### src/rtl/add_in_fifo.sv
// First-word-fall-through FIFO feeding the add stage; valid/ready on both sides.
// Optional occupancy output enabled by defining ADD_IN_FIFO_LEVEL_EN.
module add_in_fifo #(
    parameter int WIDTH  = 1,
    parameter int DEPTH  = 4,
    parameter int ADDR_W = 2
) (
    input  logic              clk,
    input  logic              rst,
    input  logic              s_valid,
    output logic              s_ready,
    input  logic [WIDTH-1:0]  s_data,
    output logic              m_valid,
    input  logic              m_ready,
    output logic [WIDTH-1:0]  m_data,
    output logic              full,
    output logic              empty,
    output logic              ovf_err
`ifdef ADD_IN_FIFO_LEVEL_EN
    ,
    output logic [ADDR_W:0]   level
`endif
);

    logic [WIDTH-1:0]  mem [DEPTH];
    logic [ADDR_W:0]   wr_ptr;
    logic [ADDR_W:0]   rd_ptr;
    logic [ADDR_W-1:0] wr_idx;
    logic [ADDR_W-1:0] rd_idx;
    logic              push;
    logic              pop;

    assign wr_idx = wr_ptr[ADDR_W-1:0];
    assign rd_idx = rd_ptr[ADDR_W-1:0];

    // Extra pointer MSB distinguishes full from empty when the indices match.
    assign full  = (wr_ptr[ADDR_W] != rd_ptr[ADDR_W]) && (wr_idx == rd_idx);
    assign empty = (wr_ptr == rd_ptr);

    assign s_ready = ~full;
    assign m_valid = ~empty;
    assign m_data  = m_valid ? mem[rd_idx] : '0;

    assign push = s_valid & ~full;
    assign pop  = m_valid & m_ready;

`ifdef ADD_IN_FIFO_LEVEL_EN
    assign level = wr_ptr - rd_ptr;
`endif

    // Storage is deliberately left out of reset.
    always_ff @(posedge clk) begin
        if (!rst && push) begin
            mem[wr_idx] <= s_data;
        end
    end

    always_ff @(posedge clk) begin
        if (rst) begin
            wr_ptr  <= '0;
            rd_ptr  <= '0;
            ovf_err <= 1'b0;
        end else begin
            if (push) begin
                wr_ptr <= wr_ptr + 1'b1;
            end
            if (pop) begin
                rd_ptr <= rd_ptr + 1'b1;
            end
            if (s_valid && full) begin
                ovf_err <= 1'b1;
            end
        end
    end

endmodule

### config.mk
export PLATFORM = sky130hd
export DESIGN_NAME = add_in_fifo
export DESIGN_NICKNAME = d
export VERILOG_FILES = /design/src/rtl/add_in_fifo.sv
export SDC_FILE = /design/constraint.sdc
export NUM_CORES = 1
export LEC_CHECK = 0
export BUFFER_PORTS_ARGS = -buffer_cell sky130_fd_sc_hd__buf_4
export CAP_MARGIN = 20
export CORE_ASPECT_RATIO = 1.5
export CORE_MARGIN = 1
export CORE_UTILIZATION = 40
export CTS_BUF_LIST = sky130_fd_sc_hd__clkbuf_8
export DETAILED_ROUTE_END_ITERATION = 8
export GPL_TIMING_DRIVEN = 0
export SKIP_LAST_GASP = 1
export SLEW_MARGIN = 25
export SYNTH_ARGS = -nofsm -noshare
export SYNTH_HDL_FRONTEND = slang
export SYNTH_SLANG_ARGS = --single-unit
export TNS_END_PERCENT = 100
### constraint.sdc
create_clock -name clk -period 3.01 [get_ports clk]
set_clock_uncertainty 0.2 [all_clocks]
set_input_delay 0.1505 -clock clk [delete_from_list [all_inputs] [get_ports clk]]
set_output_delay 0.1505 -clock clk [all_outputs]
set_load 0.01 [all_outputs]
==> Word level (Yosys, flattened, before mapping) <==
Memories as Yosys holds them, arrays and structs flattened. A register that Yosys moved wholly into a read port is not among the register bits.
Cells that the tools add are included.
W data, S select, Z words.
{ "totals": {"register_bits": 7, "latch_bits": 0, "ram_bits": 4, "mem_bits_ro": 0, "input_bits": 5, "out_inout_bits": 6, "n_memories": 1} }
{ "op_classes": {"add_sub_neg": 2, "n_mul": 0, "div_mod_pow": 0, "magnitude_cmp": 0, "n_eq_ne": 3, "shifts": 0, "n_mux": 5, "bitwise": 4, "reduce_logical": 4} }
{ "memory_table": {"columns": ["memory", "depth", "width", "rd", "rd_clocked_by_memory_dff", "wr", "line_no", "text"], "rows": [
  ["mem", 4, 1, 1, 1, 1, "25", "logic [WIDTH-1:0] mem [DEPTH];"]
]} }
{ "ops": {"columns": ["op", "n"], "rows": [
  ["$add A3 B1 Y3 const B", 2],
  ["$mux W2", 2],
  ["$eq A3 B3 Y1", 1],
  ["$logic_and A1 B1 Y1", 3],
  ["$mux W1", 3],
  ["$and A1 B1 Y1", 2],
  ["$eq A2 B2 Y1", 1],
  ["$not A1 Y1", 2],
  ["$logic_not A1 Y1", 1],
  ["$ne A1 B1 Y1", 1]
]} }

==> Longest topological paths before layout <==
{ "logic_depth": {"ltp_word": 7, "mapped_depth": 5} }

==> Worst setup path before layout <==
OpenSTA, ideal clock, no wires.
{ "synth_timing": {"kind": "register to register", "startpoint": "reg wr_ptr[0]", "endpoint": "mem mem[3] (enable)", "setup_time_ps": 312, "arrival_time_ps": 1113, "t_required_ps": 2498, "slack_ps": 1385, "path_stages_with_launch": 6, "path_buffers": 1, "cell_sequence": "dfxtp_1 -> xnor2_1 -> buf_6 -> nand3_1 -> inv_1 -> nor3_1"} }
{ "synth_via": {"elab_chain_cells": 7} }
{ "synth_rtl": {"columns": ["item", "line_no", "text"], "rows": [
  ["start: declaration", "26", "logic [ADDR_W:0] wr_ptr;"],
  ["start signal: assignment", "65", "wr_ptr <= wr_ptr + 1'b1;"],
  ["$eq A2 B2 Y1", "37", "assign full = (wr_ptr[ADDR_W] != rd_ptr[ADDR_W]) && (wr_idx == rd_idx);"],
  ["$logic_and A1 B1 Y1", "37", null],
  ["$not A1 Y1", null, null],
  ["via s_ready", "11", "output logic s_ready,"],
  ["$and A1 B1 Y1", "44", "assign push = s_valid & ~full;"],
  ["$logic_and A1 B1 Y1", "53", "if (!rst && push) begin"],
  ["$mux W1", "53", null],
  ["$mux W1 (implied by the code)", "54", "mem[wr_idx] <= s_data;"],
  ["end: declaration", "25", null]
]} }
The timed path passes the listed nets, and every way through them passes these cells.

==> Worst setup path in the final report <==
{ "layout_timing": {"startpoint": "reg wr_ptr[1]", "endpoint": "out m_data"} }
{ "layout_via": {"elab_chain_cells": 2} }
{ "layout_rtl": {"columns": ["item", "line_no", "text"], "rows": [
  ["$eq A3 B3 Y1", "38", "assign empty = (wr_ptr == rd_ptr);"],
  ["$mux W1", "42", "assign m_data = m_valid ? mem[rd_idx] : '0;"],
  ["end: declaration", "15", "output logic [WIDTH-1:0] m_data,"]
]} }
No other way between the ends.

==> summary.txt <==
status - completed
switching portion of total power - 0.365
asr flop ratio synth - 0
max incr delay on CP - 0.37 ns
synthesized cell area - 798 sq um
fmax - 505 MHz
Synth Instances - 83
routability cong. - 0.765
max_slew headroom - 0.677
CP cell instances - buf_4 > xnor2_2 > nand3_1 > and2_1 > buf_4
first-pass GRT wire length - 2960 um
Filler Cell Count - 180
All-Layer GR Usage - 0.190
Pre-antenna DRT Iters - 4
routed len/inst - 14.3 um
Hold EP - wr_ptr[2]
Tot Pwr - 677 uW
DRC Markers - 0
Cell Area, Placed - 900 sq um
ys flop type - dfxtp_1
Power Internal - 430 uW
CP most frequent cell - buf_4
cells on worst reg2reg path - 5
vias in the first global route - 639
number of flops mapped to enable cells by yosys - 4
Setup CP Type - reg2out
Die Wd - 38.5 um
via/cell ratio - 5.57
max-slew violation count - 0
post-synth top area cell - dfxtp_1
Yosys cell types - 30
Std-Cell Rows - 19
Hold Path Origin - rst
post-route ant nets - 0
top area cells in the synthesized netlist - dfxtp_1, edfxtp_1, ha_1
area of the die - 2180 sq um
synthesized area per cell - 9.62 sq um
# IOs - 11
WP depth - 5
critical path launch point type - register
sequential area share after synthesis - 0.376
Logic pwr share - 0.423
clock network fraction of total power - 0.221
H-tree depth - 1
max cap viols - 0
Seq cells post-synth - 13
total gr overflow - 0
antenna fix cells - 0
Starting Density - 0.430
Core Box Area - 1850 sq um
largest net degree at the start of global routing - 11
routed via count - 663
worst slew pin tran - 0.481 ns
total negative setup slack - 0 ns
post-route insts no fill - 119
Clock transition at path regs - 0.05 ns
critical path peak fanout - 9
sw power - 247 uW
hold path depth - 4
endpoint class of the critical path - output pin
Clock Path Buffers - 2
Die Ht - 56.7 um
yosys warns - 0
Reg-to-Reg Start - wr_ptr[0]
syn_nets - 93
post-CTS resize count - 0
DP HPWL - 1300 um
TritonCTS Sinks - 13
post-synth top area share - 0.226
fin crit share - 0.657
post-route cell area - 955 sq um
final WL - 1700 um
Buf+Inv Stages, Crit Path - 2
share of layout cells above drive strength 1 - 0.204
Worst EP required - 2.66 ns
Layout area overhead - 19.6%
CP max-delay cell - xnor2_2
Final Hold Fails - 0
WP data arrival - 1.63 ns
P per Cell Area - 709 nW/um^2
CTS tree - built
Leak - 0.000399 uW
I/O Buffers - 10
TritonCTS Buffers - 3
worst reg2reg path endpoint - mem[3]
Hold Path Class - in2reg
Final Critical Period - 1.98 ns
drt first-iter violations - 17
Final Setup Violations - 0
root buf cell - clkbuf_8
post-CTS setup buffer count - 0
Worst path top cell family by delay - simple AND/OR/NAND/NOR gates
initial antenna violation count - 0
RSZ-0062 raised after global routing - no
clock latency at the later pin of the worst-skew pair - 0.24 ns
Final Net Count - 109
dpl cells - 114
Seq pwr share - 0.356
Reg2Reg Setup Slack - 1.28 ns
worst vdd ir - 0.309 mV
[cell usage after synthesis, types with 2 or more instances]
| library cell | count |
|---|---|
| buf_4 | 2 |
| and3_1 | 3 |
| xor2_1 | 2 |
| ha_1 | 5 |
| a21oi_1 | 2 |
| nand2_1 | 3 |
| dfxtp_1 | 9 |
| nand4_1 | 5 |
| a31oi_1 | 2 |
| nor2b_1 | 3 |
| o21ai_0 | 5 |
| inv_1 | 6 |
| a41oi_1 | 3 |
| nor3b_1 | 4 |
| nand3_1 | 9 |
| edfxtp_1 | 4 |
| xnor2_1 | 2 |
| o211ai_1 | 2 |
[what timing repair did]
| item | CTS | global route |
|---|---|---|
| endpoints found under the setup margin | 0 | 0 |
| hold endpoints to repair | 4 | 0 |
| hold buffers | 1 | 0 |
[cells by family (layout without fill, tap and decap cells)]
group / count (synthesis) / count (layout) / synth area share
fa+ha+maj: 5 / 5 / 0.0784
buf+inv: 10 / 25 / 0.0658
compound gates: 16 / 16 / 0.132
mux: 1 / 1 / 0.0282
flops: 13 / 13 / 0.376
xor+xnor: 6 / 6 / 0.0847
simple gates: 32 / 32 / 0.235
[metal layers]
metal	up-vias	wire length (um)	track usage
li1	340	-	-
met1	309	747	0.248
met2	10	893	0.300
met3	4	30	0.0237
met4	0	34	0.0887
met5	-	0	0
[stage by stage]
stage | setup slack (ns) | utilization | hold WS [ns]
after floorplan | 1.39 | - | 0.0494
after global placement | 1.30 | 0.485 | 0.153
after detailed placement | 1.27 | 0.485 | 0.163
after CTS | 1.02 | 0.515 | 0.0682
after global routing | 0.931 | 0.515 | 0.100
final | 1.03 | 0.515 | 0.0712
[power groups by stage]
| stage | clock network, uW | registers (uW) | logic, uW |
|---|---|---|---|
| 3_3_place_gp | 0 | 244 | 281 |
| 5_1_grt | 159 | 247 | 315 |
| 3_5_place_dp | 0 | 245 | 286 |
| 2_1_floorplan | 0 | 236 | 191 |
| 6_report | 150 | 241 | 286 |
| 4_1_cts | 151 | 241 | 287 |
[worst max-delay path by stage]
stage	from	endpoint	slack (ns)
floorplan	wr_ptr[0]	mem[3]	1.39
global placement	wr_ptr[0]	mem[3]	1.30
detailed placement	wr_ptr[1]	m_data	1.27
CTS	wr_ptr[1]	m_data	1.02
global route	wr_ptr[1]	m_data	0.93
finish	wr_ptr[1]	m_data	1.03
[tightest hold or removal path: stages]
cell,delay (ns)
buf_4,0.11
nor4bb_1,0.06
o21ai_0,0.08
nand3_1,0.07
[layout make-up]
class	instances	area (sq um)	share of cell area
sequential	13	300	0.315
clock inverter	1	3.75	0.00393
timing repair buffer	11	85.1	0.0891
buffer	4	30.0	0.0315
clock buffer	3	41.3	0.0433
multi-input combinational	60	445	0.467
inverter	6	22.5	0.0236
tap	21	26.3	0.0275
[cells in the final DEF (no fill, tap or decap), drive strengths merged]
master	netlist	layout
nor2	1	1
nor2b	3	3
inv	6	7
and3	4	4
ha	5	5
xor2	3	3
nand3	9	9
edfxtp	4	4
dlygate4sd3	0	1
a41oi	3	3
nor3	1	1
a31oi	2	2
buf	3	13
and2	1	1
a22oi	1	1
clkbuf	1	4
o211ai	2	2
nor4bb	1	1
nor3b	4	4
mux4	1	1
o21ai	5	5
nand2	3	3
a21oi	2	2
a211o	1	1
xnor2	3	3
nand4	5	5
dfxtp	9	9
(Power assumes the default switching activity.)
